$ cat src/rtl/util_fir_dec_pkg.sv
// Shared types and helpers for the multi-channel FIR decimator.
// Holds the controller state encoding, derived-width helpers and output saturation.
package util_fir_dec_pkg;

    typedef enum logic [1:0] {
        IDLE = 2'd0,
        MAC  = 2'd1,
        RND  = 2'd2,
        HOLD = 2'd3
    } state_e;

    function automatic int acc_width(input int data_w, input int coef_w, input int num_taps);
        return data_w + coef_w + $clog2(num_taps);
    endfunction

    function automatic int ratio_width(input int max_dec);
        return $clog2(max_dec) + 1;
    endfunction

    // Clamp a sign-extended value into a w-bit two's complement range.
    function automatic logic signed [63:0] saturate(input logic signed [63:0] v, input int w);
        logic signed [63:0] hi;
        logic signed [63:0] lo;
        hi = (64'sd1 <<< (w - 1)) - 64'sd1;
        lo = -(64'sd1 <<< (w - 1));
        if (v > hi) begin
            return hi;
        end else if (v < lo) begin
            return lo;
        end else begin
            return v;
        end
    endfunction

endpackage

$ cat src/rtl/util_fir_mac_ch.sv
// One channel of the decimating FIR: delay line, serial MAC over the taps,
// round-half-up back to sample width and saturation.
module util_fir_mac_ch
    import util_fir_dec_pkg::*;
#(
    parameter int                          DATA_W   = 16,
    parameter int                          COEF_W   = 16,
    parameter int                          NUM_TAPS = 8,
    parameter int                          TAP_W    = $clog2(NUM_TAPS),
    parameter logic [NUM_TAPS*COEF_W-1:0]  COEF     = '0
) (
    input  logic              aclk,
    input  logic              areset,
    input  logic              shift_en,
    input  logic [DATA_W-1:0] sample,
    input  logic              acc_clr,
    input  logic              mac_en,
    input  logic [TAP_W-1:0]  tap_idx,
    input  logic              rnd_en,
    output logic [DATA_W-1:0] y,
    output logic              sat
);

    localparam int AW = acc_width(DATA_W, COEF_W, NUM_TAPS);
    localparam int PW = DATA_W + COEF_W;
    localparam logic signed [AW-1:0] RND_C = AW'(longint'(1) << (COEF_W - 2));

    logic signed [DATA_W-1:0] dline_reg [NUM_TAPS];
    logic signed [COEF_W-1:0] coef_arr  [NUM_TAPS];
    logic signed [PW-1:0]     prod;
    logic signed [AW-1:0]     acc_reg;
    logic signed [AW-1:0]     rnd_sum;
    logic signed [AW-1:0]     rnd_shr;
    logic signed [63:0]       rnd_wide;
    logic signed [63:0]       sat_val;
    logic [DATA_W-1:0]        y_reg;
    logic                     sat_reg;

    genvar gi;
    generate
        for (gi = 0; gi < NUM_TAPS; gi++) begin : g_coef
            assign coef_arr[gi] = COEF[gi*COEF_W +: COEF_W];
        end
    endgenerate

    // Index 0 always holds the newest accepted sample.
    always_ff @(posedge aclk or posedge areset) begin
        if (areset) begin
            for (int i = 0; i < NUM_TAPS; i++) begin
                dline_reg[i] <= '0;
            end
        end else if (shift_en) begin
            dline_reg[0] <= $signed(sample);
            for (int i = 1; i < NUM_TAPS; i++) begin
                dline_reg[i] <= dline_reg[i-1];
            end
        end
    end

    assign prod     = PW'(dline_reg[tap_idx]) * PW'(coef_arr[tap_idx]);
    assign rnd_sum  = acc_reg + RND_C;
    assign rnd_shr  = rnd_sum >>> (COEF_W - 1);
    assign rnd_wide = 64'(rnd_shr);
    assign sat_val  = saturate(rnd_wide, DATA_W);

    always_ff @(posedge aclk or posedge areset) begin
        if (areset) begin
            acc_reg <= '0;
            y_reg   <= '0;
            sat_reg <= 1'b0;
        end else begin
            if (acc_clr) begin
                acc_reg <= '0;
            end else if (mac_en) begin
                acc_reg <= acc_reg + AW'(prod);
            end
            if (rnd_en) begin
                y_reg   <= sat_val[DATA_W-1:0];
                sat_reg <= (sat_val != rnd_wide);
            end
        end
    end

    assign y   = y_reg;
    assign sat = sat_reg;

endmodule

$ cat src/rtl/util_fir_dec_mc.sv
// Multi-channel FIR decimator with runtime ratio, bypass mode and AXI-Stream
// backpressure; one controller sequences the per-channel MAC engines.
module util_fir_dec_mc
    import util_fir_dec_pkg::*;
#(
    parameter int                          NUM_CH   = 2,
    parameter int                          DATA_W   = 16,
    parameter int                          COEF_W   = 16,
    parameter int                          NUM_TAPS = 8,
    parameter int                          MAX_DEC  = 16,
    parameter logic [NUM_TAPS*COEF_W-1:0]  COEF     = {8{16'h1000}}
) (
    input  logic                              aclk,
    input  logic                              areset,
    input  logic                              s_axis_data_tvalid,
    output logic                              s_axis_data_tready,
    input  logic [NUM_CH*DATA_W-1:0]          s_axis_data_tdata,
    input  logic                              decimate,
    input  logic [ratio_width(MAX_DEC)-1:0]   dec_ratio,
    output logic                              m_axis_data_tvalid,
    input  logic                              m_axis_data_tready,
    output logic [NUM_CH*DATA_W-1:0]          m_axis_data_tdata,
    output logic                              sat_pulse
);

    localparam int RW = ratio_width(MAX_DEC);
    localparam int TW = $clog2(NUM_TAPS);

    state_e                   state_reg, state_next;
    logic [TW-1:0]            tap_reg, tap_next;
    logic [RW-1:0]            phase_reg, phase_next;
    logic                     dec_cfg_reg, dec_cfg_next;
    logic [RW-1:0]            ratio_cfg_reg, ratio_cfg_next;
    logic                     run_reg;
    logic                     out_valid_reg;
    logic [NUM_CH*DATA_W-1:0] out_data_reg;
    logic                     sat_reg;

    logic [RW-1:0]            ratio_eff;
    logic [RW-1:0]            ratio_m1;
    logic [RW-1:0]            phase_cur;
    logic                     cfg_change;
    logic                     out_free;
    logic                     s_ready;
    logic                     accept;
    logic                     go_mac;
    logic                     load_byp;
    logic                     load_dec;
    logic [NUM_CH*DATA_W-1:0] y_all;
    logic [NUM_CH-1:0]        sat_all;

    always_comb begin
        ratio_eff = dec_ratio;
        if (dec_ratio == '0) begin
            ratio_eff = RW'(1);
        end else if (dec_ratio > RW'(MAX_DEC)) begin
            ratio_eff = RW'(MAX_DEC);
        end
    end

    // A config change restarts the phase count before the current beat is counted.
    assign ratio_m1   = ratio_eff - RW'(1);
    assign cfg_change = (decimate != dec_cfg_reg) || (ratio_eff != ratio_cfg_reg);
    assign phase_cur  = cfg_change ? '0 : phase_reg;

    assign out_free = !out_valid_reg || m_axis_data_tready;
    assign s_ready  = run_reg && (state_reg == IDLE) && out_free;
    assign accept   = s_axis_data_tvalid && s_ready;
    assign go_mac   = accept && decimate && (phase_cur == ratio_m1);
    assign load_byp = accept && !decimate;
    assign load_dec = (state_reg == HOLD) && out_free;

    always_ff @(posedge aclk or posedge areset) begin
        if (areset) begin
            state_reg     <= IDLE;
            tap_reg       <= '0;
            phase_reg     <= '0;
            dec_cfg_reg   <= 1'b0;
            ratio_cfg_reg <= RW'(1);
            run_reg       <= 1'b0;
        end else begin
            state_reg     <= state_next;
            tap_reg       <= tap_next;
            phase_reg     <= phase_next;
            dec_cfg_reg   <= dec_cfg_next;
            ratio_cfg_reg <= ratio_cfg_next;
            run_reg       <= 1'b1;
        end
    end

    always_comb begin
        state_next     = state_reg;
        tap_next       = tap_reg;
        phase_next     = phase_reg;
        dec_cfg_next   = dec_cfg_reg;
        ratio_cfg_next = ratio_cfg_reg;
        case (state_reg)
            IDLE: begin
                if (accept) begin
                    dec_cfg_next   = decimate;
                    ratio_cfg_next = ratio_eff;
                    if (!decimate) begin
                        phase_next = '0;
                    end else if (phase_cur == ratio_m1) begin
                        phase_next = '0;
                        tap_next   = '0;
                        state_next = MAC;
                    end else begin
                        phase_next = phase_cur + RW'(1);
                    end
                end
            end
            MAC: begin
                tap_next = tap_reg + TW'(1);
                if (tap_reg == TW'(NUM_TAPS - 1)) begin
                    state_next = RND;
                end
            end
            RND:     state_next = HOLD;
            HOLD: begin
                if (out_free) begin
                    state_next = IDLE;
                end
            end
            default: state_next = IDLE;
        endcase
    end

    genvar gi;
    generate
        for (gi = 0; gi < NUM_CH; gi++) begin : g_ch
            util_fir_mac_ch #(
                .DATA_W   (DATA_W),
                .COEF_W   (COEF_W),
                .NUM_TAPS (NUM_TAPS),
                .TAP_W    (TW),
                .COEF     (COEF)
            ) u_ch (
                .aclk     (aclk),
                .areset   (areset),
                .shift_en (accept),
                .sample   (s_axis_data_tdata[gi*DATA_W +: DATA_W]),
                .acc_clr  (go_mac),
                .mac_en   (state_reg == MAC),
                .tap_idx  (tap_reg),
                .rnd_en   (state_reg == RND),
                .y        (y_all[gi*DATA_W +: DATA_W]),
                .sat      (sat_all[gi])
            );
        end
    endgenerate

    // Output holding register: data stays put until the downstream handshake.
    always_ff @(posedge aclk or posedge areset) begin
        if (areset) begin
            out_valid_reg <= 1'b0;
            out_data_reg  <= '0;
            sat_reg       <= 1'b0;
        end else begin
            if (load_byp) begin
                out_valid_reg <= 1'b1;
                out_data_reg  <= s_axis_data_tdata;
                sat_reg       <= 1'b0;
            end else if (load_dec) begin
                out_valid_reg <= 1'b1;
                out_data_reg  <= y_all;
                sat_reg       <= |sat_all;
            end else begin
                if (m_axis_data_tready) begin
                    out_valid_reg <= 1'b0;
                end
                sat_reg <= 1'b0;
            end
        end
    end

    assign s_axis_data_tready = s_ready;
    assign m_axis_data_tvalid = out_valid_reg;
    assign m_axis_data_tdata  = out_data_reg;
    assign sat_pulse          = sat_reg;

endmodule

$ cat config.mk
export PLATFORM = sky130hd
export DESIGN_NAME = util_fir_dec_mc
export DESIGN_NICKNAME = d
export VERILOG_FILES = /design/src/rtl/util_fir_dec_pkg.sv /design/src/rtl/util_fir_mac_ch.sv /design/src/rtl/util_fir_dec_mc.sv
export SDC_FILE = /design/constraint.sdc
export NUM_CORES = 1
export LEC_CHECK = 0
export BUFFER_PORTS_ARGS = -buffer_cell sky130_fd_sc_hd__buf_4
export CAP_MARGIN = 20
export CORE_MARGIN = 2
export CORE_UTILIZATION = 57
export DETAILED_ROUTE_END_ITERATION = 8
export PLACE_DENSITY = 0.77
export SETUP_SLACK_MARGIN = 0.3
export SYNTH_ARGS = -nofsm -noshare
export SYNTH_HDL_FRONTEND = slang
export SYNTH_SLANG_ARGS = --single-unit
$ cat constraint.sdc
create_clock -name aclk -period 11.3 [get_ports aclk]
set_input_delay 1.13 -clock aclk [delete_from_list [all_inputs] [get_ports aclk]]
set_output_delay 1.13 -clock aclk [all_outputs]
set_load 0.05 [all_outputs]
# After elaboration in Yosys (flattened, before gate mapping)
# Memories as Yosys holds them, arrays and structs flattened.
# Cells that the tools add are included.
totals:
  romBits: 128
  ramBits: 0
  out_inout_bits: 35
  in_bits: 42
  ff_bits: 411
  latchBits: 0
  mem_count: 1
  elab_cells: 121
classes:
  n_mux: 38
  eq_ne: 14
  shift: 0
  n_addsub: 7
  n_lt_le_gt_ge: 6
  div: 0
  reduce_logical: 21
  multipliers: 2
  bitwise_logic: 1
mem_list:
  columns: ["memory", "words", "width", "rd", "rd_ports_with_merged_regs", "wr", "line", "text"]
  rows:
  - ["(no name shown)", 8, 16, 1, 0, 0, "util_fir_mac_ch.sv:60", "assign prod = PW'(dline_reg[tap_idx]) * PW'(coef_arr[tap_idx]);"]
op_table:
  columns: ["cell", "n"]
  rows:
  - ["2-to-1 mux 64 bit", 4]
  - ["2-to-1 mux 35 bit", 4]
  - ["!= test 64 x 20 -> 1 bit", 2]
  - ["binary-select mux 16 bit (select 3 bit)", 2]
  - ["2-to-1 mux 16 bit", 6]
  - ["adder 35 x 16 -> 35 bit, second input constant", 2]
  - ["adder 35 x 32 -> 35 bit", 2]
  - ["multiplier 16 x 16 -> 32 bit", 2]
  - ["2-to-1 mux 32 bit", 2]
  - ["> comparator 20 x 16 -> 1 bit, second input constant", 2]
  - ["< comparator 20 x 16 -> 1 bit, second input constant", 2]
  - ["2-to-1 mux 5 bit", 5]
  - ["2-to-1 mux 2 bit", 5]
  - ["2-to-1 mux 3 bit", 3]
  - ["!= test 2 bit, second input constant", 4]
  - ["case mux 2 bit (4 select lines)", 1]
  - ["logical AND 1 bit", 7]
  - ["case mux 3 bit (2 select lines)", 1]
  - ["nonzero test 2 bit", 3]
  - ["adder 5 x 1 -> 5 bit, second input constant", 1]
  - ["== test 5 bit", 1]
  - ["> comparator 5 bit, second input constant", 1]
  - ["logical NOT 5 bit", 1]
  - ["2-to-1 mux 1 bit", 5]
  - ["18 further kinds", 21]

# Depth between registers and ports, before layout
# Gate-level depths: netlist (run 1).
logic_depth:
  ltp_word: 11
  depth_mapped: 16

# Cells and area by module
# A second synthesis (run 1) with hierarchy kept.
unflattened:
  cells_unflattened: 1790
  area_unflattened_um2: 21744.6
modules_own_cells:
  columns: ["module", "area_each_um2", "n_inst", "cells_per_inst"]
  rows:
  - ["util_fir_mac_ch (g_ch[1].u_ch)", 9466.6, 1, 747]
  - ["util_fir_mac_ch (g_ch[0].u_ch)", 9404.0, 1, 742]
  - ["util_fir_dec_mc", 2874.0, 1, 301]

# Worst setup path before layout (run 1)
# Ideal clock, no wire load.
synth_path:
  path_kind: "flip-flop to flip-flop"
  from: "register tap_reg[0]"
  to: "register g_ch[0].u_ch.acc_reg[34]"
  arrival_ns: 5.107
  stages_incl_launch_ff: 17
  setup_ns: 0.077
  n_path_buf: 3
  synth_period_minus_slack_ns: 5.184
  required_ns: 11.223
  path_slack_ns: 6.116
  path_cell_list: "dfrtp_1 > clkbuf_1 > clkbuf_1 > buf_1 > mux4_2 > mux2_2 > ha_1 > ha_1 > ha_1 > fa_1 > a211oi_1 > o211ai_1 > a311oi_1 > o211a_1 > o211ai_1 > a21o_1 > a21oi_1"
synth_between:
  elab_chain_cells: 8
  word_cells_on_any_way: 11
synth_rtl:
  columns: ["item", "line", "text"]
  rows:
  - ["start, declared", "util_fir_dec_mc.sv:30", "logic [TW-1:0] tap_reg, tap_next;"]
  - ["start signal, assigned", "util_fir_dec_mc.sv:83", "tap_reg <= tap_next;"]
  - ["inverter 3 -> 4 bit (implied by the code) *", "util_fir_mac_ch.sv:60", null]
  - ["memory read (8 x 16 bit) or binary-select mux 16 bit (select 3 bit) (tied branches)", null, null]
  - ["2-to-1 mux 16 bit (implied by the code) (2 in series)", "util_fir_mac_ch.sv:60", null]
  - ["multiplier 16 x 16 -> 32 bit *", "util_fir_mac_ch.sv:60", null]
  - ["adder 35 x 32 -> 35 bit *", "util_fir_mac_ch.sv:75", "acc_reg <= acc_reg + AW'(prod);"]
  - ["2-to-1 mux 35 bit *", "util_fir_mac_ch.sv:74", "end else if (mac_en) begin"]
  - ["2-to-1 mux 35 bit *", "util_fir_mac_ch.sv:72", "if (acc_clr) begin"]
  - ["end signal, assigned", "util_fir_mac_ch.sv:75", null]
  - ["end, declared", "util_fir_mac_ch.sv:31", "logic signed [AW-1:0] acc_reg;"]
# Every way passes the cells marked *; elsewhere a longest branch is shown, timed or not. The select of a mux whose other input is x is not followed.
# A chain may end at the register's enable or synchronous reset.

# Worst setup path in the final report (run 1)
# Same ends and word-level chain as after synthesis.

==> results by group, run 1 <==
Finish
  – Final Non-Filler Cells: 2860
  – Area taken by multi-input logic gates: 11400 um^2
  – Area Growth Syn to Fin: 11.0%
  – FF+latch area: 9690 um^2
  – Proportion of layout cells with a drive suffix above 1: 0.122
  – Final #Nets: 2497
  – # fillers: 2893
  – Max FFs per register: 256
  – # diodes: 0

GRT
  – GRT Overall Usage: 0.255
  – Vias in the first global route: 16.2k
  – First-pass GRT wire length: 81500 um
  – Initial antenna violation count: 0
  – Largest net degree at the start of global routing: 183
  – Congestion Overflow GR: 0

Timing
  – Tmin final: 5.94 ns
  – Fin Clk Skew: 0.0161 ns
  – Setup TNS: 0 ns
  – Final setup fails: 0
  – Measured slew at the worst slew-check pin: 1.09 ns
  – Slew margin rel.: 0.275
  – Final hold violation count: 0
  – Period Utilization, post-route: 0.526
  – Fmax: 168 MHz
  – Max Slew Vio Count: 0
  – RSZ-0062 raised after global routing: false

Detailed routing
  – Drt wl/cell: 17.1 um
  – Via-per-instance ratio: 5.79
  – Initial DRC Count: 1459
  – Drt pass-1 iters: 5
  – Routed wire length: 48800 um
  – Via count: 16.6k
  – Drt drc: 0
  – ANT nets after route: 0

Job
  – Max-cap violation count: 0

Place
  – Routability cong.: 0.893
  – Buffers on Ports: 76
  – Detailed Place HPWL: 32000 um
  – Post-Place Cells: 2780

Critical path
  – CP bufs+invs: 1
  – Crit. End Element: flip-flop
  – Worst-path fanout max: 39
  – Critical path class: flip-flop to flip-flop
  – Critical Path, Cell by Cell: buf_4 > mux4_2 > mux2_2 > ha_1 > ha_1 > ha_1 > fa_1 > a211oi_1 > o211ai_1 > a311oi_1 > o211a_1 > o211ai_1 > a21o_1 > a21oi_1
  – CP top delay family: compound AO/OA/AOI/OAI gates
  – CP max-delay cell: dfrtp_4
  – Crit path launch: tap_reg[0]
  – Req. time, crit path: 11.77 ns
  – R2r startpoint: tap_reg[0]
  – Critical path data arrival time: 6.41 ns
  – Crit-path max cell delay: 0.92 ns
  – Type of origin of the critical path: flip-flop
  – Most used cell, CP: ha_1

Logic synthesis
  – EDFF count, synth: 0
  – Async SR Flop Fraction: 1.00
  – Main flop type after synthesis: dfrtp_1
  – Share of the synthesized area in the top cell type: 0.447
  – Synth cell count leaders: nand2_1 (865), dfrtp_1 (386), ha_1 (138)
  – Register area share after synthesis: 0.449
  – Top cells by area, synth: dfrtp_1 (45%), nand2_1 (15%), ha_1 (8.0%)
  – Cell Area, Synth: 21600 um^2
  – Synth Warn #: 0
  – Syn avg cell area: 9.36 um^2
  – Synth Instances: 2308
  – Register bit total from synthesis: 387
  – Post-Syn Nets: 2490
  – Synth area leader: dfrtp_1
  – Top-count cell post-synth: nand2_1
  – Synth unique cells: 73

Clock network
  – TritonCTS buffer count: 42
  – CTS tree: done
  – Setup Fix Bufs, Post-CTS: 0
  – H-tree depth: 2
  – # hold bufs at CTS: 0
  – CTS root buf: clkbuf_16
  – Longest Clk Path Bufs: 3
  – CTS Sinks: 387
  – Clock insertion delay at the later pin of the skew report: 0.55 ns
  – Post-CTS resize count: 0
  – Clock transition at the registers of the reported paths: 0.06 ns

Power
  – Internal power: 4.75 mW
  – Combinational fraction of design power: 0.509
  – Pwr/cell area: 345 nW/um^2
  – Seq pwr share: 0.315
  – Peak VDD IR: 0.157 mV
  – Net Switching: 3.52 mW
  – LEAKAGE: 11.9 nW
  – Sw frac: 0.425
  – Clk pwr share: 0.176

Floorplanning
  – Core region area: 37500 um^2
  – Die H: 199 um
  – DIE AREA: 39500 um^2
  – # rows: 71
  – Die X: 199 um
  – Effective utilization at floorplan: 0.576
  – I/O pin count: 77

Status
  – Status: completed

Min path
  – Hold_sp: g_ch[1].u_ch.dline_reg[9]
  – Hold Path Class: flip-flop to flip-flop
==> power groups by stage <==
stage          sequential, mW  combinational [mW]  clock, mW
2_1_floorplan            2.59                3.18          0
3_3_place_gp             2.59                3.98          0
3_5_place_dp             2.62                4.15          0
4_1_cts                  2.60                4.19       1.48
5_1_grt                  2.70                4.72       1.54
6_report                 2.61                4.21       1.45
==> per-stage QoR <==
stage          total power, mW   util  area [um^2]  setup slack [ns]  hold slack, ns
2_1_floorplan             5.77      -        21600              4.97           0.441
6_report                  8.27  0.640        24000              5.36           0.474
3_3_place_gp              6.56  0.599        22500              5.49           0.452
3_5_place_dp              6.77  0.599        22500              5.36           0.461
5_1_grt                   8.96  0.640        24000              4.96           0.498
4_1_cts                   8.27  0.638        23900              5.34           0.476
==> layout by cell type (no fill, tap or decap), types with 28 or more instances in the layout <==
| cell | n |
|---|---|
| xor2_1 | 30 |
| mux2_2 | 32 |
| clkbuf_16 | 42 |
| nand3_1 | 28 |
| ha_1 | 137 |
| o22a_1 | 30 |
| a21oi_1 | 58 |
| mux2i_1 | 58 |
| o21ai_0 | 75 |
| buf_4 | 87 |
| mux4_2 | 64 |
| nor2_1 | 97 |
| dfrtp_1 | 384 |
| xnor2_1 | 43 |
| nand2_1 | 863 |
==> logic make-up (layout without fill, tap and decap cells) <==
group	count (synthesis)	after routing	share of synthesized area
and+or+nand+nor	1130	1130	0.216
DFF	387	387	0.449
AOI/OAI and AO/OA	274	274	0.0852
muxes	154	154	0.110
buffers and inverters	147	188	0.0264
adders and majority gates	140	140	0.0818
xor gates and xnor gates	75	75	0.0314
other	1	1	0.000174
==> cell type report <==
class / instances / area share
clock buffers: 57 / 0.0499
clock inverters: 21 / 0.0115
inverters: 19 / 0.00313
multi-input cells: 1774 / 0.474
flip-flops and latches: 387 / 0.404
well taps: 511 / 0.0267
repair buffers: 91 / 0.0307
==> worst min-delay path, delay by kind of cell (launching register included) <==
kind          cells  cell delay (ns)
flops             1             0.34
simple gates      2             0.10
==> worst paths after layout <==
check	end	slack, ns	cells past startpoint
worst max-delay path	g_ch[0].u_ch.acc_reg[34]	5.36	14
worst min-delay path	g_ch[1].u_ch.dline_reg[9]	0.47	2
worst max register to register	g_ch[0].u_ch.acc_reg[34]	5.36	14
worst min register to register	g_ch[1].u_ch.dline_reg[9]	0.47	2
max in group asynchronous	tap_reg[0]	8.96	3
min in group asynchronous	g_ch[1].u_ch.dline_reg[121]	0.75	2
==> metal layers <==
layer | track usage | share of wire
met5 | 0 | 0
met4 | 0.0738 | 0.020
met3 | 0.0359 | 0.049
met2 | 0.406 | 0.47
met1 | 0.367 | 0.46
No activity file was read; power rests on OpenSTA's default activity.
==> run 2, diff against run 1 <==
Clock period 11.3 ns to 5.31 ns, I/O delays scaled along.
==> results by group, run 2 (synthesized netlist as in run 1, its figures left out) <==
Status
  – Status: completed

Place
  – Buffers on Ports: 76 (unchanged)
  – Post-Place Cells: 2785 (+0.18%)
  – Routability cong.: 0.891 (-0.26%)
  – Dpl ws: 0.433 ns (-4.92 ns)
  – DP Area: 22600 um^2 (+0.45%)
  – Detailed Place HPWL: 32800 um (+2.7%)

Floorplanning
  – I/O pin count: 77 (unchanged)
  – Die X: 199 um (unchanged)
  – Effective utilization at floorplan: 0.576 (unchanged)
  – Die H: 199 um (unchanged)
  – # rows: 71 (unchanged)
  – Core region area: 37500 um^2 (unchanged)
  – DIE AREA: 39500 um^2 (unchanged)

Clock network
  – CTS root buf: clkbuf_16
  – H-tree depth: 2 (unchanged)
  – TritonCTS buffer count: 40 (-4.8%)
  – Longest Clk Path Bufs: 3 (unchanged)
  – # hold bufs at CTS: 0 (unchanged)
  – CTS tree: done
  – CTS Sinks: 387 (unchanged)
  – Clock transition at the registers of the reported paths: 0.06 ns (about the same)
  – Clock insertion delay at the later pin of the skew report: 0.55 ns (about the same)

Critical path
  – Critical path capture point: g_ch[0].u_ch.acc_reg[34]
  – R2r startpoint: tap_reg[0]
  – Worst-path fanout max: 18 (-54%)
  – Crit. End Element: flip-flop
  – R2r setup slk: 0.67 ns (-4.69 ns)
  – Reg2reg end: g_ch[0].u_ch.acc_reg[34]
  – Type of origin of the critical path: flip-flop
  – Critical path data arrival time: 5.09 ns (-1.32 ns)
  – Crit path launch: tap_reg[0]
  – Cell count of the worst reg-to-reg path: 14 (unchanged)
  – Req. time, crit path: 5.77 ns (-6.00 ns)
  – Critical path class: flip-flop to flip-flop

Power
  – Total Power: 17.6 mW (+110%)
  – Sw frac: 0.429 (+0.00402)
  – Clk pwr share: 0.165 (-0.011)
  – LEAKAGE: 11.9 nW (-0.29%)
  – Net Switching: 7.56 mW (+110%)
  – Combinational fraction of design power: 0.520 (+0.011)
  – Pwr/cell area: 735 nW/um^2 (+110%)
  – Internal power: 10.0 mW (+110%)
  – Peak VDD IR: 0.365 mV (+130%)
  – Seq pwr share: 0.315 (about the same)

GRT
  – Vias in the first global route: 16.3k (+0.36%)
  – Congestion Overflow GR: 0 (unchanged)
  – First-pass GRT wire length: 82900 um (+1.7%)
  – GRT Overall Usage: 0.259 (+0.00440)
  – Initial antenna violation count: 0 (unchanged)
  – Largest net degree at the start of global routing: 259 (+42%)

Finish
  – Area Growth Syn to Fin: 10.9% (about the same)
  – Most common cell after layout, fill and taps aside: nand2_1
  – Most frequent cells in the layout: nand2_1 (863), dfrtp_1 (384), ha_1 (137)
  – Final Non-Filler Cells: 2858 (-0.070%)
  – Final #Nets: 2500 (+0.12%)
  – # diodes: 0 (unchanged)
  – # fillers: 2957 (+2.2%)
  – Post-route cell area: 24000 um^2 (about the same)
  – Proportion of layout cells with a drive suffix above 1: 0.118 (-0.00416)
  – Max FFs per register: 256 (unchanged)

Detailed routing
  – Via count: 16.5k (-0.43%)
  – ANT nets after route: 0 (unchanged)
  – Drt drc: 0 (unchanged)
  – Initial DRC Count: 1354 (-7.2%)
  – Routed wire length: 49500 um (+1.4%)
  – Drt wl/cell: 17.3 um (+1.5%)
  – Drt pass-1 iters: 5 (unchanged)
  – Via-per-instance ratio: 5.77 (-0.37%)

Timing
  – Fin Clk Skew: 0.0128 ns (-0.00333 ns)
  – Hold slack: 0.190 ns (-0.284 ns)
  – Max Slew Vio Count: 0 (unchanged)
  – Final setup margin: 0.675 ns (-4.69 ns)
  – Measured slew at the worst slew-check pin: 1.20 ns (+0.108 ns)
  – Tmin final: 4.64 ns (-1.30 ns)
  – RSZ-0062 raised after global routing: false
  – Fmax: 216 MHz (+28%)
  – Period Utilization, post-route: 0.873 (+0.347)
  – Slew margin rel.: 0.202 (-0.0722)
  – Final hold violation count: 0 (unchanged)
  – Final setup fails: 0 (unchanged)

Min path
  – Hold_sp: s_axis_data_tdata[31]
  – Hold Path Class: input port to flip-flop

Job
  – Max-cap violation count: 0 (unchanged)
[run 2: area by class of cell]
type	count	area (um^2)	share of cell area
multi-input combinational	1774	11400	0.474
sequential	387	9690	0.405
clock buffer	64	1200	0.0502
timing repair buffer	96	841	0.0351
tap	511	639	0.0267
clock inverter	7	145	0.00606
inverter	19	75.1	0.00313
[run 2: worst min path at each step]
stage	endpoint	depth (start not counted)
floorplan	g_ch[0].u_ch.dline_reg[0]	2
global placement	g_ch[0].u_ch.dline_reg[2]	2
detailed placement	g_ch[1].u_ch.dline_reg[6]	2
CTS	g_ch[0].u_ch.dline_reg[122]	3
global route	g_ch[1].u_ch.dline_reg[127]	3
finish	g_ch[1].u_ch.dline_reg[127]	3
[run 2: timing repair]
action / 4_1_cts / 5_1_grt
resized for setup: 0 / 1
endpoints found under the hold margin: 0 / 0
buffers inserted: 0 / 1
endpoints found under the setup margin: 0 / 5
[run 2: critical path: stages, from the launching register on]
cell	delay, ns
dfrtp_4	0.64
buf_12	0.24
mux4_2	0.52
mux2_2	0.28
ha_1	0.29
ha_1	0.31
ha_1	0.39
a211oi_1	0.13
o211ai_1	0.32
a311oi_1	0.15
buf_4	0.18
o211a_1	0.23
or4_1	0.53
a21o_1	0.19
a21oi_1	0.14
[run 2: per-stage QoR]
| stage | util | TNS (ns) |
|---|---|---|
| after floorplan | - | -163.71 |
| after global placement | 0.602 | 0 |
| after detailed placement | 0.602 | 0 |
| after CTS | 0.638 | 0 |
| after global routing | 0.639 | 0 |
| final | 0.639 | 0 |
[run 2: power groups by stage]
stage / clock [mW] / combinational, mW / sequential, mW
6_report: 2.91 / 9.15 / 5.54
5_1_grt: 3.07 / 10.2 / 5.73
4_1_cts: 2.95 / 9.08 / 5.55
3_5_place_dp: 0 / 8.95 / 5.57
3_3_place_gp: 0 / 8.60 / 5.51
2_1_floorplan: 0 / 6.77 / 5.52
[run 2: metal layers]
layer | vias to the layer above | GRT usage | part of all wire
li1 | 7910 | - | -
met1 | 8070 | 0.371 | 0.45
met2 | 404 | 0.410 | 0.47
met3 | 96 | 0.0415 | 0.053
met4 | 0 | 0.0782 | 0.026
met5 | - | 0 | 0
==> run 3, diff against run 2 <==
--- a/config.mk
+++ b/config.mk
@@ -12,4 +12,5 @@
 export DETAILED_ROUTE_END_ITERATION = 8
 export PLACE_DENSITY = 0.77
+export RECOVER_POWER = 50
 export SETUP_SLACK_MARGIN = 0.3
 export SYNTH_ARGS = -nofsm -noshare
==> constraint.sdc (replaced) <==
create_clock -name aclk -period 5.31 [get_ports aclk]
set_input_delay 0 -clock aclk [delete_from_list [all_inputs] [get_ports aclk]]
set_output_delay 0 -clock aclk [all_outputs]
set_load 0.05 [all_outputs]
==> results by group, run 3 (synthesized netlist as in run 1, its figures left out) <==
Status
  – Status: finished, violations left
  – Failing checks: max-capacitance violations, max-slew violations

Power
  – Seq pwr share: 0.317 (+0.002)
  – Total Power: 17.5 mW (-0.77%)
  – LEAKAGE: 11.9 nW (+0.44%)
  – Pwr/cell area: 722 nW/um^2 (-1.8%)
  – Clk pwr share: 0.164 (about the same)
  – Peak VDD IR: 0.300 mV (-18%)
  – Sw frac: 0.435 (+0.00515)
  – Internal power: 9.87 mW (-1.7%)
  – Net Switching: 7.59 mW (+0.42%)
  – Combinational fraction of design power: 0.519 (about the same)

GRT
  – Vias in the first global route: 16.6k (+2.0%)
  – Congestion Overflow GR: 0 (unchanged)
  – Initial antenna violation count: 0 (unchanged)
  – GRT Overall Usage: 0.266 (+0.00643)
  – Largest net degree at the start of global routing: 257 (-0.77%)
  – First-pass GRT wire length: 84500 um (+2.0%)

Finish
  – # diodes: 0 (unchanged)
  – # fillers: 2982 (+0.85%)
  – Most common cell after layout, fill and taps aside: nand2_1
  – Area taken by multi-input logic gates: 11400 um^2 (about the same)
  – FF+latch area: 9690 um^2 (unchanged)
  – Area Growth Syn to Fin: 12.1%
  – Proportion of layout cells with a drive suffix above 1: 0.105 (-0.0130)
  – Max FFs per register: 256 (unchanged)
  – Final #Nets: 2545 (+1.8%)
  – Post-route cell area: 24200 um^2 (+1.0%)
  – Most frequent cells in the layout: nand2_1 (864), dfrtp_1 (384), ha_1 (137)

Min path
  – Hold Path Class: input port to flip-flop
  – Hold_sp: s_axis_data_tdata[9]

Timing
  – Final setup margin: 0.693 ns (+0.0181 ns)
  – RSZ-0062 raised after global routing: false
  – Fin Clk Skew: 0.0157 ns (+0.00288 ns)
  – Setup TNS: 0 ns (unchanged)
  – Slew margin rel.: -1.74 (-1.95)
  – Final setup fails: 0 (unchanged)
  – Period Utilization, post-route: 0.869 (-0.00341)
  – Fmax: 217 MHz (+0.39%)
  – Measured slew at the worst slew-check pin: 4.12 ns (+2.92 ns)
  – Max Slew Vio Count: 150 (+150)
  – Final hold violation count: 0 (unchanged)
  – Tmin final: 4.62 ns (-0.0181 ns)

Floorplanning
  – DIE AREA: 39500 um^2 (unchanged)
  – Effective utilization at floorplan: 0.576 (unchanged)
  – Die H: 199 um (unchanged)
  – Core region area: 37500 um^2 (unchanged)
  – I/O pin count: 77 (unchanged)
  – Die X: 199 um (unchanged)
  – # rows: 71 (unchanged)

Critical path
  – Crit path launch: tap_reg[0]
  – R2r startpoint: tap_reg[0]
  – Critical path class: flip-flop to flip-flop
  – Type of origin of the critical path: flip-flop
  – Worst-path fanout max: 16 (-2)
  – Critical path data arrival time: 5.09 ns (about the same)
  – Crit. End Element: flip-flop
  – Req. time, crit path: 5.79 ns (+0.02 ns)

Job
  – Max-cap violation count: 2 (+2)

Detailed routing
  – Drt wl/cell: 17.5 um (+0.93%)
  – Drt drc: 0 (unchanged)
  – Initial DRC Count: 1498 (+11%)
  – Drt pass-1 iters: 5 (unchanged)
  – Via-per-instance ratio: 5.80 (+0.52%)
  – ANT nets after route: 0 (unchanged)
  – Routed wire length: 50800 um (+2.5%)
  – Via count: 16.8k (+2.1%)

Place
  – Detailed Place HPWL: 33300 um (+1.5%)
  – Routability cong.: 0.901 (+1.2%)
  – DP Area: 22500 um^2 (about the same)
  – Dpl ws: 0.531 ns (+0.0971 ns)
  – Buffers on Ports: 76 (unchanged)

Clock network
  – Clock transition at the registers of the reported paths: 0.07 ns (about the same)
  – CTS root buf: clkbuf_16
  – TritonCTS buffer count: 40 (unchanged)
  – Clock insertion delay at the later pin of the skew report: 0.56 ns (about the same)
  – Longest Clk Path Bufs: 3 (unchanged)
  – CTS tree: done
  – CTS Sinks: 387 (unchanged)
  – H-tree depth: 2 (unchanged)
-- run 3: worst paths after layout --
check	end	slack, ns	cells after the start
worst max-delay path	g_ch[0].u_ch.acc_reg[34]	0.69	14
worst min-delay path	g_ch[0].u_ch.dline_reg[121]	0.20	4
worst max register to register	g_ch[0].u_ch.acc_reg[34]	0.69	14
worst min register to register	g_ch[1].u_ch.dline_reg[15]	0.47	2
max in group asynchronous	g_ch[0].u_ch.dline_reg[122]	1.22	4
min in group asynchronous	g_ch[1].u_ch.dline_reg[52]	0.39	4
-- run 3: timing repair --
action,4_1_cts,5_1_grt
resized for setup,0,0
endpoints found under the hold margin,409,0
hold buffers,42,0
buffers inserted,0,1
endpoints found under the setup margin,0,5
-- run 3: metal layers --
metal,part of all wire,GRT usage,vias up
li1,-,-,7988
met1,0.45,0.374,8331
met2,0.47,0.426,424
met3,0.053,0.0404,77
met4,0.023,0.0882,0
met5,0,0,-
-- run 3: critical path: stages (launching register included) --
cell      delay (ns)
dfrtp_4         0.65
buf_12          0.23
mux4_2          0.53
mux2_2          0.31
ha_1            0.29
ha_1            0.31
ha_1            0.35
o211ai_1        0.11
o211ai_1        0.32
a311oi_1        0.15
buf_4           0.18
o211a_1         0.24
or4_1           0.53
a21o_1          0.19
a21oi_1         0.13
-- run 3: cell type report --
class,instances,area share
multi-input cells,1774,0.469
flip-flops and latches,387,0.400
clock buffers,58,0.0500
repair buffers,141,0.0459
well taps,511,0.0264
clock inverters,12,0.00527
inverters,19,0.00300
-- run 3: through the flow --
stage / std cells / util / hold WS, ns
after floorplan: 2308 / - / 0.105
after global placement: 2788 / 0.601 / 0.207
after detailed placement: 2788 / 0.601 / 0.211
after CTS: 2900 / 0.648 / 0.196
after global routing: 2902 / 0.646 / 0.225
final: 2902 / 0.646 / 0.203
-- run 3: power by group through the flow --
| stage | logic, mW | registers [mW] | clock network (mW) |
|---|---|---|---|
| 6_report | 9.07 | 5.54 | 2.86 |
| 5_1_grt | 10.1 | 5.73 | 3.01 |
| 4_1_cts | 9.06 | 5.55 | 2.89 |
| 3_5_place_dp | 8.93 | 5.57 | 0 |
| 3_3_place_gp | 8.59 | 5.50 | 0 |
| 2_1_floorplan | 6.77 | 5.52 | 0 |
